$ cat src/rtl/count_uart_pkg.sv
// Shared types and constants for the count-value UART transmitter.
// Frame is 8N1: one start bit, DATA_BITS data bits LSB first, one stop bit.
package count_uart_pkg;

  typedef enum logic [1:0] {
    IDLE  = 2'd0,
    START = 2'd1,
    DATA  = 2'd2,
    STOP  = 2'd3
  } state_e;

  localparam int   DATA_BITS  = 8;
  localparam int   FRAME_BITS = 10;
  localparam logic TX_IDLE    = 1'b1;

endpackage

$ cat src/rtl/uart_bit_timer.sv
// Bit-period divider: counts 0..CLKS_PER_BIT-1 while run is high, ticking on the last count.
// Latency: bit_tick is combinational from the divider register; clear restarts the phase next cycle.
module uart_bit_timer #(
  parameter int unsigned CLKS_PER_BIT = 434
) (
  input  logic clk,
  input  logic rst,
  input  logic clear,
  input  logic run,
  output logic bit_tick
);

  localparam int unsigned DIV_W = $clog2(CLKS_PER_BIT);
  localparam logic [DIV_W-1:0] TERM = DIV_W'(CLKS_PER_BIT - 1);

  logic [DIV_W-1:0] div_q, div_d;

  assign bit_tick = run && (div_q == TERM);

  always_comb begin
    div_d = div_q;
    if (clear) begin
      div_d = '0;
    end else if (run) begin
      div_d = (div_q == TERM) ? '0 : div_q + 1'b1;
    end
  end

  always_ff @(posedge clk) begin
    if (rst) begin
      div_q <= '0;
    end else begin
      div_q <= div_d;
    end
  end

endmodule

$ cat src/rtl/count_uart_tx.sv
// Serialises the counter value as an 8N1 frame on request or on change; 10*CLKS_PER_BIT+1 cycles per frame.
// Requests are only accepted in IDLE (in_ready); nothing is queued while busy.
module count_uart_tx
  import count_uart_pkg::*;
#(
  parameter int unsigned CLKS_PER_BIT = 434
) (
  input  logic       clk,
  input  logic       rst,
  input  logic [7:0] cnt_in,
  input  logic       in_valid,
  output logic       in_ready,
  input  logic       auto_en,
  output logic       tx,
  output logic       busy,
  output logic       frame_done
);

  if (CLKS_PER_BIT < 2 || CLKS_PER_BIT > 65535) begin : g_bad_clks_per_bit
    $error("count_uart_tx: CLKS_PER_BIT must be in 2..65535");
  end

  localparam int IDX_W = $clog2(DATA_BITS);
  localparam logic [IDX_W-1:0] LAST_IDX = IDX_W'(DATA_BITS - 1);

  state_e           state_q, state_d;
  logic             tx_q, tx_d;
  logic [7:0]       shift_q, shift_d;
  logic [7:0]       last_sent_q, last_sent_d;
  logic [IDX_W-1:0] bit_idx_q, bit_idx_d;
  logic             launch;
  logic             bit_tick;

  // Only evaluated in IDLE; an explicit request and a change in the same cycle give one frame.
  assign launch = (state_q == IDLE) &&
                  (in_valid || (auto_en && (cnt_in != last_sent_q)));

  uart_bit_timer #(
    .CLKS_PER_BIT(CLKS_PER_BIT)
  ) u_bit_timer (
    .clk     (clk),
    .rst     (rst),
    .clear   (launch),
    .run     (state_q != IDLE),
    .bit_tick(bit_tick)
  );

  always_comb begin
    state_d     = state_q;
    tx_d        = tx_q;
    shift_d     = shift_q;
    last_sent_d = last_sent_q;
    bit_idx_d   = bit_idx_q;
    unique case (state_q)
      IDLE: begin
        if (launch) begin
          state_d     = START;
          tx_d        = 1'b0;
          shift_d     = cnt_in;
          last_sent_d = cnt_in;
          bit_idx_d   = '0;
        end
      end
      START: begin
        if (bit_tick) begin
          state_d = DATA;
          tx_d    = shift_q[0];
        end
      end
      DATA: begin
        if (bit_tick) begin
          if (bit_idx_q == LAST_IDX) begin
            state_d   = STOP;
            tx_d      = TX_IDLE;
            bit_idx_d = '0;
          end else begin
            bit_idx_d = bit_idx_q + 1'b1;
            tx_d      = shift_q[bit_idx_q + 1'b1];
          end
        end
      end
      STOP: begin
        if (bit_tick) begin
          state_d = IDLE;
        end
      end
      default: begin
        state_d = IDLE;
        tx_d    = TX_IDLE;
      end
    endcase
  end

  always_ff @(posedge clk) begin
    if (rst) begin
      state_q     <= IDLE;
      tx_q        <= TX_IDLE;
      shift_q     <= '0;
      last_sent_q <= '0;
      bit_idx_q   <= '0;
    end else begin
      state_q     <= state_d;
      tx_q        <= tx_d;
      shift_q     <= shift_d;
      last_sent_q <= last_sent_d;
      bit_idx_q   <= bit_idx_d;
    end
  end

  assign tx         = tx_q;
  assign in_ready   = (state_q == IDLE);
  assign busy       = !in_ready;
  assign frame_done = (state_q == STOP) && bit_tick;

endmodule

$ cat config.mk
export PLATFORM = sky130hd
export DESIGN_NAME = count_uart_tx
export DESIGN_NICKNAME = d
export VERILOG_FILES = /design/src/rtl/count_uart_pkg.sv /design/src/rtl/uart_bit_timer.sv /design/src/rtl/count_uart_tx.sv
export SDC_FILE = /design/constraint.sdc
export NUM_CORES = 1
export LEC_CHECK = 0
export CORE_MARGIN = 4
export CORE_UTILIZATION = 55
export DETAILED_ROUTE_END_ITERATION = 10
export GPL_ROUTABILITY_DRIVEN = 0
export GPL_TIMING_DRIVEN = 0
export PLACE_DENSITY = 0.78
export SETUP_SLACK_MARGIN = 0.15
export SYNTH_ARGS = -nofsm -noshare
export SYNTH_HDL_FRONTEND = slang
export SYNTH_SLANG_ARGS = --single-unit
$ cat constraint.sdc
create_clock -name clk -period 2 [get_ports clk]
set_input_delay 0.2 -clock clk [delete_from_list [all_inputs] [get_ports clk]]
set_output_delay 0.2 -clock clk [all_outputs]
set_load 0.05 [all_outputs]
Word-level counts from Yosys, hierarchy flattened
Index checks and enable logic that the tools add are counted.
W data, S select, Z words.
{"block": "word_totals", "reg_bits": 23, "latch_bits": 0, "mem_bits_rw": 0, "rom_bits": 0, "in_bits": 12, "out_inout_bits": 4, "memories": 0}
{"block": "classes", "addsub": 2, "multipliers": 0, "n_div": 0, "order_cmp": 1, "n_eq_ne": 11, "n_shift": 0, "muxes": 18, "n_bitwise": 0, "reduce_logical": 15}
{"cell": "$mux W2", "count": 5}
{"cell": "$add A9 B1 Y9 const B", "count": 1}
{"cell": "$eq A9 B9 Y1 const B", "count": 1}
{"cell": "$mux W3", "count": 3}
{"cell": "$mux W9", "count": 1}
{"cell": "$ne A2 B2 Y1 const B", "count": 4}
{"cell": "$ne A8 B8 Y1", "count": 1}
{"cell": "$pmux W2 S4", "count": 1}
{"cell": "$pmux W3 S2", "count": 1}
{"cell": "$mux W1", "count": 5}
{"cell": "$reduce_and A5 Y1", "count": 1}
{"cell": "$eq A2 B2 Y1 const B", "count": 2}
{"cell": "$logic_and A1 B1 Y1", "count": 4}
{"cell": "$lt A3 B4 Y1 const B", "count": 1}
{"cell": "$reduce_and A4 Y1", "count": 1}
{"cell": "$reduce_bool A2 Y1", "count": 2}
{"cell": "$add A3 B1 Y3 const B", "count": 1}
{"cell": "$bmux W1 S3", "count": 1}
{"cell": "$eq A3 B3 Y1 const B", "count": 1}
{"cell": "$pmux W1 S3", "count": 1}
{"cell": "$reduce_and A3 Y1", "count": 1}
{"cell": "$reduce_bool A3 Y1", "count": 1}
{"cell": "$eq A2 B1 Y1 const B", "count": 1}
{"cell": "$logic_not A2 Y1", "count": 1}
{"cell": "other kinds (5)", "count": 5}

Logic depth before layout (Yosys ltp)
{"block": "logic_depth", "ltp_word": 6, "mapped_depth": 8, "depth_no_buf": 7}

Cells and area by module
A second synthesis with hierarchy kept.
{"block": "hier_totals", "hier_cells": 154, "hier_area_um2": 1413.9}
{"module": "count_uart_tx", "n_inst": 1, "cells_per_inst": 101, "area_per_inst_um2": 959.7, "seq_area_each_um2": 280.3}
{"module": "uart_bit_timer", "n_inst": 1, "cells_per_inst": 53, "area_per_inst_um2": 454.2, "seq_area_each_um2": 180.2}

Least setup slack after synthesis
No wires, ideal clock.
{"block": "synth_timing", "path_kind": "flip-flop to flip-flop", "startpoint": "reg state_q[0]", "endpoint": "reg last_sent_q[3]", "setup_ns": 0.072, "arrival_time_ns": 2.174, "required_time_ns": 1.928, "setup_slack_ns": -0.245, "path_stages_with_launch": 8, "path_buffers": 2, "period_less_slack_ns": 2.245, "path_cell_list": "dfxtp_1 inv_1 ha_1 buf_2 inv_1 a21oi_2 buf_6 mux2i_1"}
{"block": "synth_between", "elab_chain_cells": 3}
{"element": "from (decl)", "line": "count_uart_tx.sv:26", "source": "state_e state_q, state_d;"}
{"element": "from (signal assigned)", "line": "count_uart_tx.sv:102", "source": "state_q <= state_d;"}
{"element": "$logic_not A2 Y1 *"}
{"element": "via in_ready", "line": "count_uart_tx.sv:12", "source": "output logic in_ready,"}
{"element": "$logic_and A1 B1 Y1", "line": "count_uart_tx.sv:35", "source": "assign launch = (state_q == IDLE) &&"}
{"element": "$reduce_and A2 Y1 (no line) *"}
{"element": "to (signal assigned)", "line": "count_uart_tx.sv:105", "source": "last_sent_q <= last_sent_d;"}
{"element": "to (decl)", "line": "count_uart_tx.sv:29", "source": "logic [7:0] last_sent_q, last_sent_d;"}
Mark *: on every way through the listed nets, which the timed path passes. The rest lies on a longest branch.
A chain may end at the register's enable or synchronous reset.

Worst setup path in the final report
{"block": "layout_timing", "startpoint": "reg state_q[0]", "endpoint": "out busy"}
{"block": "layout_between", "elab_chain_cells": 2}
{"element": "$logic_not A2 Y1", "line": "count_uart_tx.sv:111", "source": "assign in_ready = (state_q == IDLE);"}
{"element": "$logic_not A1 Y1", "line": "count_uart_tx.sv:112", "source": "assign busy = !in_ready;"}
{"element": "to (decl)", "line": "count_uart_tx.sv:15", "source": "output logic busy,"}
No other way between the ends.

==> run metrics <==
Synth Area in Adders=7.12%; clock tree root buffer cell=clkbuf_4; Die Area=3430 um^2; status=completed; Worst Tran Pin Value=roughly 0.50 ns; Antenna Cells=0; worst vdd ir=1090 uV; share of cells above drive strength 1=21.0%; H-tree depth=1; design area=1750 um^2; final hold violations=0; row count=18; clk_skew=around 0.0045 ns; I/O pin count=16; synth top area cells=dfxtp_1 (33%), mux2i_1 (12%), ha_1 (7.1%); Sw Ratio=between 40% and 50%; cell taking the most area after synthesis=dfxtp_1; Synth Flop Type=dfxtp_1; power share of the clock group=11.6%; pin count of the biggest net entering global routing=14; Power Internal=1.09 mW; remaining antenna violation count=0; Req. time, crit path=about 1.8 ns; vias per std cell=about 5.5; core footprint=~2500 um^2; Synth async-reset ratio=0%; Synth Register Bits=23; Reg clk slew, reported paths=0.13 ns; largest family of logic cells by synthesized area=simple AND/OR/NAND/NOR gates; vias in the first global route=1160; mux cell area share after synthesis=12.9%; post-synthesis compound-gate area fraction=8.01%; RSZ-0062 raised after global routing=true; Final Slew Violations=0; initial antenna violation count=0; Tightest Hold Check Type=primary input to flop; Routed WL per cell=13.7 um; Crit Path Max Fanout=10; clk_lat worst skew=0.31 ns; synthesized area=1410 um^2; buffer depth of the longest clock path=2; Nets=207; synth warn=0; Post-route DRC=0; Port-buffer cells=15; Max Fclk=559 MHz; Synth Area per Inst=8.73 um^2; max cap viols=0; area share of and/or/nand/nor cells after synthesis=between 20% and 30%; CTS tree=done; die width=58.5 um; CP startpoint kind=flop; first-pass GRT wire length=5.02 mm; Comb pwr share=between 50% and 60%; reg2reg setup slack=between 0.2 and 0.25 ns; pwr dens=1070 nW/um^2; Slew HR=66.9%; GRT Util Overall=18.6%; area post-placement=1630 um^2; Area Overhead vs Synth=24.8%; sequential-to-total area share from yosys stat=about 33%; fin crit share=~89%; Post-DP HPWL=2.24 mm; Crit. End Element=output pin; NetSw=between 700 and 800 uW; CP Data Arrival Time=1.59 ns; xor/xnor share of the synthesized area=8.73%; routed wire length=2.96 mm; Synth top area share=32.8%; part of the power in registers=32.9%; Power Total=1.88 mW; TritonCTS Buffers=3; DR vias=around 1200; DRT Pass-1 Iters=4; post-synth cell types=38; P_leak=roughly 0.67 nW; Post-Syn Nets=between 150 and 200; Setup CP Type=flop to output pin; DR iter-0 viols=21; Initial Utilization=57.2%; clk sink count=23; die height=58.5 um; minimum clock period=1.79 ns; fillcell total=197; Post-CTS Hold Buffers=0; Gate Count Post-Synth=161; grt total ovfl=0; Final Setup Violations=0; Post-synth EDFFs=0
[Yosys cell counts, drive strengths merged, types with 3 or more instances]
cell and count:
nand3 6, or3 3, o21ai 5, nor2 12, nor3 8, xor2 3, a21oi 3, nand2 23
ha 8, mux2i 17, xnor2 11, buf 4, and2 3, clkbuf 3, inv 6, dfxtp 23
[cells in the final DEF (no fill, tap or decap), types with 3 or more instances in the layout]
cell type / netlist / final
mux2i_1: 17 / 17
nor3_1: 8 / 8
nand2_1: 23 / 23
xor2_1: 3 / 3
clkdlybuf4s50_1: 0 / 12
nor2_1: 12 / 12
xnor2_1: 11 / 11
buf_4: 0 / 6
dfxtp_1: 23 / 18
or3_1: 3 / 3
clkbuf_4: 0 / 4
ha_1: 8 / 5
dfxtp_4: 0 / 4
clkbuf_1: 3 / 3
nand3_1: 6 / 6
[metal layers]
layer / global-route usage, % / part of all wire [%] / vias to the layer above
li1: - / - / 617
met1: 22.0 / 45 / 539
met2: 32.9 / 50 / 21
met3: 3.51 / 3.4 / 8
met4: 7.28 / 1.7 / 0
met5: 0 / 0 / -
[power groups by stage]
stage / clock (mW) / sequential (mW) / combinational, mW
6_report: 0.219 / 0.618 / 1.04
5_1_grt: 0.247 / 0.632 / 1.13
4_1_cts: 0.226 / 0.607 / 0.968
3_5_place_dp: 0 / 0.616 / 0.977
3_3_place_gp: 0 / 0.611 / 0.962
2_1_floorplan: 0 / 0.631 / 0.745
[worst max-delay path: stages (launching register included)]
cell        delay, ns
dfxtp_4          0.38
inv_2            0.05
ha_4             0.17
buf_4            0.14
buf_6            0.13
clkinvlp_4       0.12
buf_2            0.28
[final cells by class]
type / instances / area, um^2 / area share, %
plain buffers: 7 / 46.3 / 2.64
flip-flops and latches: 23 / 477 / 27.2
well taps: 30 / 37.5 / 2.14
multi-input cells: 125 / 943 / 53.8
inverters: 6 / 28.8 / 1.64
clock inverters: 1 / 5.00 / 0.285
repair buffers: 21 / 194 / 11.1
clock buffers: 3 / 22.5 / 1.28
[per-stage QoR]
| step | setup TNS [ns] | setup WS, ns | std cells | hold WS (ns) | utilization [%] |
|---|---|---|---|---|---|
| after global routing | 0 | 0.128 | 216 | 0.482 | 71.5 |
| after detailed placement | -1.58 | -0.302 | 206 | 0.463 | 66.4 |
| after floorplan | 0 | 0.160 | 161 | 0.342 | - |
| after global placement | -1.17 | -0.277 | 206 | 0.452 | 66.4 |
| after CTS | 0 | 0.0810 | 211 | 0.478 | 67.5 |
| final | 0 | 0.212 | 216 | 0.479 | 71.5 |
[path summary, 6_finish.rpt]
path / end / cells after the start / start
max: busy / 6 / state_q[0]
max reg2reg: u_bit_timer.div_q[3] / 8 / u_bit_timer.div_q[0]
min: last_sent_q[7] / 3 / cnt_in[7]
min reg2reg: last_sent_q[3] / 2 / last_sent_q[3]
[timing repair]
| item | 4_1_cts | 5_1_grt |
|---|---|---|
| setup endpoints to repair | 7 | 18 |
| gates cloned | 0 | 0 |
| pin swaps | 1 | 1 |
| setup buffers | 1 | 5 |
| resized for setup | 13 | 21 |
[cells by family (layout without fill, tap and decap cells)]
| family | after synthesis | count (layout) |
|---|---|---|
| AO/OA/AOI/OAI | 16 | 16 |
| adder cells (fa/ha/maj) | 8 | 8 |
| buffers and inverters | 13 | 38 |
| XOR/XNOR | 14 | 14 |
| flip-flops | 23 | 23 |
| multiplexers | 18 | 18 |
| AND/OR/NAND/NOR | 69 | 69 |
[registers in the layout (all words and copies together) (netlist names)]
name and cells:
bit_idx_q 3, last_sent_q 8, state_q 2, tx 1, u_bit_timer.div_q 9
Power figures use the tool's default switching activity.
